==> config.mk <==
export PLATFORM = sky130hd
export DESIGN_NAME = mem_port_arbiter
export DESIGN_NICKNAME = d
export VERILOG_FILES = /design/src/rtl/mem_port_arbiter_pkg.sv /design/src/rtl/mem_port_arbiter.sv
export SDC_FILE = /design/constraint.sdc
export NUM_CORES = 1
export LEC_CHECK = 0
export ABC_AREA = 1
export ABC_CLOCK_PERIOD_IN_PS = 2000
export CORE_MARGIN = 3
export CORE_UTILIZATION = 37
export DETAILED_ROUTE_END_ITERATION = 7
export GPL_TIMING_DRIVEN = 0
export PLACE_DENSITY = 0.8
export SYNTH_ARGS = -nofsm -noshare
export SYNTH_HDL_FRONTEND = slang
export SYNTH_SLANG_ARGS = --single-unit
==> constraint.sdc <==
create_clock -name clk_i -period 2 [get_ports clk_i]
set_input_delay 0.6 -clock clk_i [delete_from_list [all_inputs] [get_ports clk_i]]
set_output_delay 0.6 -clock clk_i [all_outputs]
set_load 0.01 [all_outputs]
==> src/rtl/mem_port_arbiter_pkg.sv <==
// Shared types for the unified memory-bus arbiter: FSM states, owner encodings
// and the default starvation limit for instruction fetch.
package mem_port_arbiter_pkg;

    typedef enum logic [1:0] {
        ARB_IDLE = 2'd0,
        ARB_REQ  = 2'd1,
        ARB_RESP = 2'd2
    } arb_state_e;

    typedef enum logic [1:0] {
        OWN_NONE = 2'd0,
        OWN_IF   = 2'd1,
        OWN_DM   = 2'd2
    } arb_owner_e;

    localparam int STARVE_MAX_DEFAULT = 4;
    localparam int STARVE_W           = 4;

endpackage

==> src/rtl/mem_port_arbiter.sv <==
// Arbitrates one single-ported memory bus between instruction fetch and data
// memory, one outstanding transaction at a time, with fetch squash support.
module mem_port_arbiter
    import mem_port_arbiter_pkg::*;
#(
    parameter int ADDR_W     = 32,
    parameter int DATA_W     = 32,
    parameter int STARVE_MAX = STARVE_MAX_DEFAULT
) (
    input  logic                clk_i,
    input  logic                rst_n_i,
    input  logic                if_req_i,
    input  logic [ADDR_W-1:0]   if_addr_i,
    input  logic                if_flush_i,
    output logic [DATA_W-1:0]   if_rdata_o,
    output logic                if_rvalid_o,
    output logic                if_wait_o,
    input  logic                dm_req_i,
    input  logic                dm_we_i,
    input  logic [DATA_W/8-1:0] dm_be_i,
    input  logic [ADDR_W-1:0]   dm_addr_i,
    input  logic [DATA_W-1:0]   dm_wdata_i,
    output logic [DATA_W-1:0]   dm_rdata_o,
    output logic                dm_rvalid_o,
    output logic                dm_wait_o,
    output logic                bus_req_o,
    output logic                bus_we_o,
    output logic [DATA_W/8-1:0] bus_be_o,
    output logic [ADDR_W-1:0]   bus_addr_o,
    output logic [DATA_W-1:0]   bus_wdata_o,
    input  logic                bus_gnt_i,
    input  logic                bus_rvalid_i,
    input  logic [DATA_W-1:0]   bus_rdata_i
);

    localparam logic [STARVE_W-1:0] LP_STARVE_MAX = STARVE_W'(STARVE_MAX);

    arb_state_e            r_state;
    arb_owner_e            r_owner;
    logic                  r_drop;
    logic [STARVE_W-1:0]   r_starve_cnt;
    logic                  r_bus_req;
    logic                  r_bus_we;
    logic [DATA_W/8-1:0]   r_bus_be;
    logic [ADDR_W-1:0]     r_bus_addr;
    logic [DATA_W-1:0]     r_bus_wdata;

    logic w_if_pend;
    logic w_starved;
    logic w_dm_win;
    logic w_if_win;
    logic w_if_flush_owned;

    assign w_if_pend        = if_req_i && !if_flush_i;
    assign w_starved        = w_if_pend && (r_starve_cnt == LP_STARVE_MAX);
    assign w_dm_win         = (r_state == ARB_IDLE) && dm_req_i && !w_starved;
    assign w_if_win         = (r_state == ARB_IDLE) && !w_dm_win && w_if_pend;
    assign w_if_flush_owned = if_flush_i && (r_owner == OWN_IF);

    // A flush landing on the same cycle as the fetch response also kills it.
    assign if_rvalid_o = bus_rvalid_i && (r_state == ARB_RESP) && (r_owner == OWN_IF)
                         && !r_drop && !if_flush_i;
    assign dm_rvalid_o = bus_rvalid_i && (r_state == ARB_RESP) && (r_owner == OWN_DM);
    assign if_rdata_o  = bus_rdata_i;
    assign dm_rdata_o  = bus_rdata_i;
    assign if_wait_o   = if_req_i && !if_flush_i && !if_rvalid_o;
    assign dm_wait_o   = dm_req_i && !dm_rvalid_o;

    assign bus_req_o   = r_bus_req;
    assign bus_we_o    = r_bus_we;
    assign bus_be_o    = r_bus_be;
    assign bus_addr_o  = r_bus_addr;
    assign bus_wdata_o = r_bus_wdata;

    always_ff @(posedge clk_i or negedge rst_n_i) begin
        if (!rst_n_i) begin
            r_state      <= ARB_IDLE;
            r_owner      <= OWN_NONE;
            r_drop       <= 1'b0;
            r_starve_cnt <= '0;
            r_bus_req    <= 1'b0;
            r_bus_we     <= 1'b0;
            r_bus_be     <= '0;
            r_bus_addr   <= '0;
            r_bus_wdata  <= '0;
        end else begin
            case (r_state)
                ARB_IDLE: begin
                    r_drop <= 1'b0;
                    // Counter tracks consecutive DM wins only while a fetch is waiting.
                    if (!if_req_i || w_if_win) begin
                        r_starve_cnt <= '0;
                    end else if (w_dm_win && w_if_pend && (r_starve_cnt != LP_STARVE_MAX)) begin
                        r_starve_cnt <= r_starve_cnt + 1'b1;
                    end
                    if (w_dm_win) begin
                        r_owner     <= OWN_DM;
                        r_bus_req   <= 1'b1;
                        r_bus_we    <= dm_we_i;
                        r_bus_be    <= dm_be_i;
                        r_bus_addr  <= dm_addr_i;
                        r_bus_wdata <= dm_wdata_i;
                        r_state     <= ARB_REQ;
                    end else if (w_if_win) begin
                        r_owner     <= OWN_IF;
                        r_bus_req   <= 1'b1;
                        r_bus_we    <= 1'b0;
                        r_bus_be    <= '1;
                        r_bus_addr  <= if_addr_i;
                        r_bus_wdata <= '0;
                        r_state     <= ARB_REQ;
                    end
                end
                ARB_REQ: begin
                    if (w_if_flush_owned) begin
                        r_drop <= 1'b1;
                    end
                    if (bus_gnt_i) begin
                        r_bus_req <= 1'b0;
                        r_state   <= ARB_RESP;
                    end
                end
                ARB_RESP: begin
                    if (bus_rvalid_i) begin
                        r_state <= ARB_IDLE;
                        r_owner <= OWN_NONE;
                        r_drop  <= 1'b0;
                    end else if (w_if_flush_owned) begin
                        r_drop <= 1'b1;
                    end
                end
                default: begin
                    r_state   <= ARB_IDLE;
                    r_owner   <= OWN_NONE;
                    r_drop    <= 1'b0;
                    r_bus_req <= 1'b0;
                end
            endcase
        end
    end

endmodule

# Word-level counts from Yosys, hierarchy flattened

Cells that the tools add are included.

$add $sub $neg: 1
Equality and inequality tests: 9
Mux-type cells: 24
Bitwise operators: 2
Reduce and logical (&&, ||, !) cells: 32

Operators with widths:

| operator              | count |
|---|---|
| $mux W32              | 4 |
| $logic_and A1 B1 Y1   | 16 |
| $mux W4               | 4 |
| $pmux W2 S3           | 2 |
| $mux W2               | 5 |
| $reduce_and A3 Y1     | 3 |
| $logic_not A1 Y1      | 7 |
| $mux W1               | 7 |
| $add A4 B1 Y4 const B | 1 |
| $eq A2 B1 Y1 const B  | 2 |
| $eq A2 B2 Y1 const B  | 2 |
| $eq A4 B3 Y1 const B  | 1 |
| $ne A2 B2 Y1 const B  | 2 |
| $ne A4 B3 Y1 const B  | 1 |
| $reduce_and A2 Y1     | 2 |
| $reduce_bool A2 Y1    | 2 |
| $ne A3 B3 Y1 const B  | 1 |
| $pmux W1 S3           | 1 |
| $logic_not A2 Y1      | 1 |
| $not A1 Y1            | 2 |
| $pmux W1 S2           | 1 |
| $logic_or A1 B1 Y1    | 1 |

Register bits after elaboration: 79
Input bits: 140
Word-level logic and storage cells: 77

# Longest topological paths before layout

Depth after elaboration: 11
Gate-level depth with buffers: 11

# Worst setup path after synthesis

OpenSTA, ideal clock, no wires.

Kind: register to output
Start: reg r_state[0]
End: out dm_wait_o
Arrival time: 1,061 ps
Path slack: 339 ps
Stages on the path, launching flop included: 6
Cells stage by stage: dfrtp_1 > inv_1 > ha_1 > nand2_1 > nor2_1 > nor2_1

Cells in the longest elaborated chain, start to end: 5

Ends and longest elaborated chain:

| item                              | line                    | RTL |
|---|---|---|
| start: declaration                | mem_port_arbiter.sv:38  | `arb_state_e r_state;` |
| start signal: assignment          | mem_port_arbiter.sv:77  | `r_state <= ARB_IDLE;` |
| start signal: assignment          | mem_port_arbiter.sv:103 | `r_state <= ARB_REQ;` |
| start signal: assignment          | mem_port_arbiter.sv:111 | `r_state <= ARB_REQ;` |
| $eq A2 B2 Y1                      | mem_port_arbiter.sv:63  | `assign dm_rvalid_o = bus_rvalid_i && (r_state == ARB_RESP) && (r_owner == OWN_DM);` |
| $logic_and A1 B1 Y1 (2 in series) | mem_port_arbiter.sv:63  |  |
| named net dm_rvalid_o             | mem_port_arbiter.sv:24  | `output logic dm_rvalid_o,` |
| $logic_not A1 Y1                  | mem_port_arbiter.sv:67  | `assign dm_wait_o = dm_req_i && !dm_rvalid_o;` |
| $logic_and A1 B1 Y1               | mem_port_arbiter.sv:67  |  |
| end: declaration                  | mem_port_arbiter.sv:25  | `output logic dm_wait_o,` |

The timed path passes the listed nets, and every way through them passes these cells.

# Worst setup path in the final report

Start: reg r_state[0]
End: out if_wait_o

Cells in the longest elaborated chain, start to end: 7

Ends and longest elaborated chain:

| item                              | line                   | RTL |
|---|---|---|
| $eq A2 B2 Y1                      | mem_port_arbiter.sv:61 | `assign if_rvalid_o = bus_rvalid_i && (r_state == ARB_RESP) && (r_owner == OWN_IF)` |
| $logic_and A1 B1 Y1 (2 in series) | mem_port_arbiter.sv:61 |  |
| $logic_and A1 B1 Y1 (2 in series) | mem_port_arbiter.sv:62 | `&& !r_drop && !if_flush_i;` |
| $logic_not A1 Y1                  | mem_port_arbiter.sv:66 | `assign if_wait_o = if_req_i && !if_flush_i && !if_rvalid_o;` |
| $logic_and A1 B1 Y1               | mem_port_arbiter.sv:66 |  |
| end: declaration                  | mem_port_arbiter.sv:17 | `output logic if_wait_o,` |

Every way passes these cells.

==> results.sh <==
export IMPL_power_internal_mw=5.49
export IMPL_synth_top_family_by_area="simple AND/OR/NAND/NOR gates"
export IMPL_syn_area_per_cell_um2=8.93
export IMPL_cts_inserted_buffers=9
export IMPL_vias_per_cell=4.72
export IMPL_fin_crit_ps=1960
export IMPL_max_cap_violations=0
export IMPL_met2_usage_pct=37.8
export IMPL_die_width_um=114
export IMPL_r2r_slack_ps=90
export IMPL_hold_violations=0
export IMPL_p_clk_share_pct=17.4
export IMPL_synth_adder_area_share_pct=1.74
export IMPL_rr_worst_depth=12
export IMPL_yosysWarnings=0
export IMPL_antenna_left=0
export IMPL_grt_start_max_net_pins=46
export IMPL_drive_gt1_share_pct=23.3
export IMPL_r2r_start="r_state[0]"
export IMPL_routedWlPerCell_um=15.7
export IMPL_first_pass_iters=4
export IMPL_htree_levels=3
export IMPL_crit_type="register to primary output"
export IMPL_status="complete, no violations"
export IMPL_antenna_found_initial=0
export IMPL_io_pins=278
export IMPL_routabilityCongestion=0.818
export IMPL_grt_overflow=0
export IMPL_dp_hpwl_um=11100
export IMPL_grtUsageMet3_pct=6.34
export IMPL_rows=38
export IMPL_areaGrowthSynthToFinish_pct=68.3
export IMPL_p_leak_nw=3.25
export IMPL_grt_pass1_wl_um=21200
export IMPL_crit_chain="inv_2 > ha_4 > nand2_2 > nor2_1 > nor2_1 > buf_2"
export IMPL_insertion_delay_ps=330
export IMPL_dpl_instance_area_mm2=0.00698
export IMPL_synth_seq_cells=79
export IMPL_use_met1_pct=22.8
export IMPL_period_share_pct=97.9
export IMPL_cp_num_buf_inv=2
export IMPL_max_clock_path_buffers=2
export IMPL_drv_slew=0
export IMPL_finish_utilization_pct=65.4
export IMPL_final_cell_mix="236 x clkdlybuf4s50_1, 83 x nand2_1, 79 x dfrtp_1"
export IMPL_synth_seq_area_share_pct=45.7
export IMPL_synth_compound_area_share_pct=1.59
export IMPL_p_comb_share_pct=51.3
export IMPL_synth_xor_area_share_pct=0.405
export IMPL_grt_util_all_layers_pct=20.4
export IMPL_switching_power_mw=3.19
export IMPL_drc=0
export IMPL_p_seq_share_pct=31.4
export IMPL_cts_clk_slew_worst_paths_ps=70
export IMPL_wl_um=13900
export IMPL_vias=4195
export IMPL_synthCells=484
export IMPL_peakVddDrop_v=0.000700
export IMPL_critPathMaxStageDelay_ps=390
export IMPL_slew_headroom_pct=67.4
export IMPL_dieArea_mm2=0.0130
export IMPL_tightest_slew_ps=489
export IMPL_cts_tree="yes"
export IMPL_io_buffers=245
export IMPL_setup_slack_ps=42.9
export IMPL_synthSimpleGateAreaFrac_pct=32.9
export IMPL_slowest_stage="dfrtp_1"
export IMPL_final_area_mm2=0.00728
export IMPL_power_share_switching_pct=36.7
export IMPL_synth_nets=630
export IMPL_r2r_end="bus_addr_o[18]"
export IMPL_coreArea_mm2=0.0111
export IMPL_worstSetupStartpointType="register"
export IMPL_start_util_pct=38.9
export IMPL_nets=890
export IMPL_root_buffer="clkbuf_16"
export IMPL_antenna_cells=0
export IMPL_cp_end_kind="primary output"
export IMPL_arrival_ps=1360
export IMPL_min_path_type="primary input to asynchronous set/reset pin"
export IMPL_rsz0062_at_grt="yes"
export IMPL_finalClockSkew_ps=10.3
export IMPL_setup_viol=0
export IMPL_p_per_area_mw_per_mm2=1190
export IMPL_mostFrequentLayoutCell="clkdlybuf4s50_1"
export IMPL_fmax_mhz=511
export IMPL_drt_iter0_drc=184
export IMPL_syn_cell_area_mm2=0.00432
export IMPL_critical_path_top_delay_family="flip-flops"
export IMPL_crit_fanout=4
export IMPL_die_y_um=114
export IMPL_cp_common_cell="nor2_1"
export IMPL_crit_required_ps=1400
export IMPL_preCtsSetupSlack_ps=-542
export IMPL_synthMuxAreaShare_pct=0
export IMPL_synth_cell_type_count=29
export IMPL_top_usage_layer="met2"
export IMPL_first_global_vias=4381
export IMPL_cts_num_sinks=79
flip-flops by register name (all words and copies together), names as in the netlist:
register and cells:
bus_addr_o 32, bus_wdata_o 32, bus_be_o 4, r_starve_cnt 4
r_owner 2, r_state 2, bus_req_o 1, bus_we_o 1
r_drop 1
how the worst max path moves through the flow:
stage / start / end / cells past startpoint
finish: r_state[0] / if_wait_o / 6
global route: r_state[0] / bus_addr_o[11] / 10
CTS: r_state[0] / if_wait_o / 6
detailed placement: if_req_i / if_wait_o / 4
global placement: rst_n_i / bus_addr_o[18] / 1
floorplan: r_state[0] / dm_wait_o / 5
synthesized netlist by cell type (all sizes together):
library cell | n | area share [%]
a211oi | 1 | 0.17
a21oi | 4 | 0.46
a31oi | 1 | 0.14
buf | 85 | 15
clkbuf | 4 | 0.35
dfrtp | 79 | 46
ha | 6 | 1.7
inv | 22 | 2.0
nand2 | 89 | 8.5
nand3 | 42 | 4.9
nand3b | 1 | 0.17
nor2 | 77 | 7.9
nor3 | 64 | 11
o21ai | 2 | 0.23
o22ai | 4 | 0.58
or2 | 1 | 0.14
xnor2 | 1 | 0.20
xor2 | 1 | 0.20
stage by stage:
step	cells	hold WS (ps)	TNS, ps	total power [mW]
floorplan	484	304	0	4.90
global placement	869	481	-210270	7.00
detailed placement	870	490	-12200	7.17
CTS	885	243	0	8.72
global route	888	258	-78.7	9.26
finish	888	226	0	8.68
layout make-up:
class	count	area, µm²
Timing Repair Buffer	249	2470
Clock inverter	5	35.0
Sequential cell	79	1980
Buffer	89	676
Fill cell	892	3850
Inverter	22	87.6
Clock buffer	10	239
Tap cell	140	175
Multi-Input combinational cell	294	1610
kinds of logic after synthesis:
group	count (synthesis)
AOI/OAI and AO/OA	12
adders and majority gates	6
DFF	79
buffers and inverters	111
and+or+nand+nor	274
xor gates and xnor gates	2
what timing repair did:
action | 4_1_cts | 5_1_grt
buffers inserted | 0 | 3
setup endpoints to repair | 4 | 3
pin swaps | 3 | 2
resized for setup | 24 | 3
hold buffers | 0 | 0
metal layers:
metal  share of wire (%)  wire length [µm]
met1                  38              5280
met2                  51              7130
met3                 9.7              1350
met4                 1.2               169
met5                   0                 0
power by group through the flow:
stage | registers (mW) | clock network (mW) | logic, mW
after global placement | 2.70 | 0 | 4.30
after CTS | 2.72 | 1.54 | 4.46
after global routing | 2.80 | 1.61 | 4.84
after floorplan | 2.99 | 0 | 1.91
after detailed placement | 2.74 | 0 | 4.43
final | 2.72 | 1.51 | 4.45
No activity file was read; power rests on OpenSTA's default activity.
==> RTL change: new RTL, config.mk and constraints unchanged <==
Change the parameter `DATA_W` from 32 to 40.
--- a/src/rtl/mem_port_arbiter.sv
+++ b/src/rtl/mem_port_arbiter.sv
@@ -4,7 +4,7 @@
     import mem_port_arbiter_pkg::*;
 #(
     parameter int ADDR_W     = 32,
-    parameter int DATA_W     = 32,
+    parameter int DATA_W     = 40,
     parameter int STARVE_MAX = STARVE_MAX_DEFAULT
 ) (
     input  logic                clk_i,
Interface: changed (7 resized); port bits go from 278 to 320. The function was not compared with the original's and may differ.
==> RTL change against the unedited design <==
Clock power up 5%. Area after synthesis grew 9.3%. Total power grew 8.7%. Clock skew shrank 0.0040 ns. Sequential cell count rose by 9. Final area grew 11%. Largest cell class unchanged. Count of clock-buffer cells in the layout grew 2. Critical endpoint is now dm_wait_o. Die area up 8.8%. Wire length grew 18%. Setup slack worse by 0.042 ns. Critical path type unchanged.
==> RTL change: results (changes against the unedited design) <==
Drt
  – Vias: 4,644 (was 4,195)
  – Initial DRC count: 226 (was 184)
  – Met3 wire len: 1450 µm (was 1350 µm)
  – Average routed wire per standard cell: 16.4 µm (was 15.7 µm)
  – Met2 Wirelength: 8410 µm (was 7130 µm)
  – Met1 WL: 6300 µm (was 5280 µm)

Layout
  – Fillers: 992 (was 892)
  – Clock network area share: 3.39% (was 3.77%)
  – #MultiIn Comb: 317 (was 294)
  – Inserted Diodes: 0 (unchanged)
  – Non-clock buffers: 392 (was 338)
  – Post-Layout Cell Count: 1,003 (was 888)
  – Register area: 2200 µm² (was 1980 µm²)
  – Post-layout nets: 994 (was 890)
  – Inverters: 23 (was 22)
  – Multi-input combinational area share: 20.7% (was 22.1%)
  – Buffering overhead: 44.9% (was 43.3%)
  – Share of cells above drive strength 1: 21.9% (was 23.3%)
  – Clkbuf count: 12 (was 10)
  – Final core occ: 65.8% (was 65.4%)

Hold path
  – HP Class: input port to async pin (unchanged)

Yosys
  – Mapped Cells: 536 (was 484)
  – Synth Area in Adders: 1.59% (was 1.74%)
  – Top cells by area, synth: dfrtp_1, buf_4, nand2_1, nor3_2, nor2_1 (was dfrtp_1, buf_4, nor3_2, nand2_1, nor2_1)
  – Post-Synth XOR/XNOR Area: 0.371% (was 0.405%)
  – Synth cell count leaders: nand2_1, dfrtp_1, buf_4 (unchanged)
  – Post-Syn Nets: 699 (was 630)
  – Post-synth EDFFs: 0 (unchanged)
  – Asr flop ratio synth: 100% (unchanged)
  – Synth Area in Compound Gates: 1.40% (was 1.59%)
  – Post-synth cell types: 22 (was 29)
  – Dominant synthesized flop cell: dfrtp_1 (unchanged)
  – Synth Warn #: 0 (unchanged)
  – Sequential share of the synthesized area: 46.6% (was 45.7%)

Global route
  – Vias in the first global route: 4,739 (was 4,381)
  – Largest net degree at the start of global routing: 49 (was 46)
  – Initial antenna violation count: 0 (unchanged)
  – First-pass GRT wire length: 26,000 µm (was 21,200 µm)
  – Gr usage total: 23.0% (was 20.4%)

Place
  – Gpl congestion: 0.792 (was 0.818)
  – IO Port Bufs: 279 (was 245)
  – Pre-CTS setup slack: -0.605 ns (was -0.542 ns)
  – Cells after DPL: 984 (was 870)
  – Final HPWL DP: 12,900 µm (was 11,100 µm)
  – Post-DP Area: 7750 µm² (was 6980 µm²)

Worst setup path
  – Worst EP arrival: 1.40 ns (was 1.36 ns)
  – Reg2reg setup slack: 0.14 ns (was 0.09 ns)
  – Crit-path max FO: 2 (was 4)
  – Worst flop-to-flop path endpoint: bus_addr_o[30] (was bus_addr_o[18])

CTS
  – Clk sink count: 88 (was 79)
  – Clock Tree Buf Depth: 2 (unchanged)
  – CTS clock-pin slew for the worst setup and hold paths: 0.06 ns
  – Clock latency on the worst-skew pair: 0.34 ns

STA
  – Least-Margin Pin Slew: 0.560 ns (was 0.489 ns)
  – Clock skew: 0.00629 ns (was 0.0103 ns)
  – Fin Hold WS: 0.245 ns (was 0.226 ns)

Pwr
  – Pleak: 3.66 nW (was 3.25 nW)
  – VDD IR-drop max: 0.000729 V (was 0.000700 V)

Outcome
  – Status: complete, no violations (unchanged)
## RTL change: cell count changes in the layout (fill, tap and decap cells not counted), moves of 3 or more
cell / unedited run / this run
buf_4: 73 / 87
buf_6: 6 / 10
clkdlybuf4s50_1: 236 / 270
clkinvlp_4: 4 / 1
dfrtp_1: 79 / 88
nand2_1: 83 / 100
nand3_1: 42 / 50
nor2_1: 61 / 72
nor2_2: 14 / 3
nor3_1: 30 / 27
nor3_2: 33 / 37
## RTL change: what timing repair did
| item | CTS | global route |
|---|---|---|
| hold buffers | 0 | 0 |
| setup endpoints to repair | 4 | 6 |
| pin swaps | 3 | 0 |
| setup buffers | 3 | 1 |
| gates cloned | 0 | 0 |
| gates resized for setup | 26 | 4 |
## RTL change: worst max path at each step
stage	slack (ns)	start	end	depth (start not counted)
floorplan	0.26	r_state[0]	dm_wait_o	5
global placement	-2.87	rst_n_i	bus_addr_o[19]	1
detailed placement	-0.61	bus_rvalid_i	dm_rvalid_o	4
CTS	0.001	if_flush_i	if_wait_o	6
global route	-0.08	r_state[0]	dm_wait_o	6
finish	0.0006	r_state[0]	dm_wait_o	6
## RTL change: per-layer routing
metal  global-route usage [%]  vias to the layer above
li1                         -                     2219
met1                     27.0                     2202
met5                        0                        -
met3                     8.07                       18
met2                     39.1                      205
met4                     8.04                        0
## RTL change: kinds of logic (layout without fill, tap and decap cells)
kind of cell | Yosys count | after routing
buffers and inverters | 131 | 430
adder cells (fa/ha/maj) | 6 | 6
AND/OR/NAND/NOR | 297 | 297
flip-flops | 88 | 88
XOR/XNOR | 2 | 2
AO/OA/AOI/OAI | 12 | 12
## RTL change: report_power, final
group	internal [W]	switching (W)	leakage [nW]
logic	0.00253	0.00232	2.47
registers	0.00256	0.000449	1.06
clock network	0.000899	0.000686	0.134
total	0.00599	0.00345	3.66
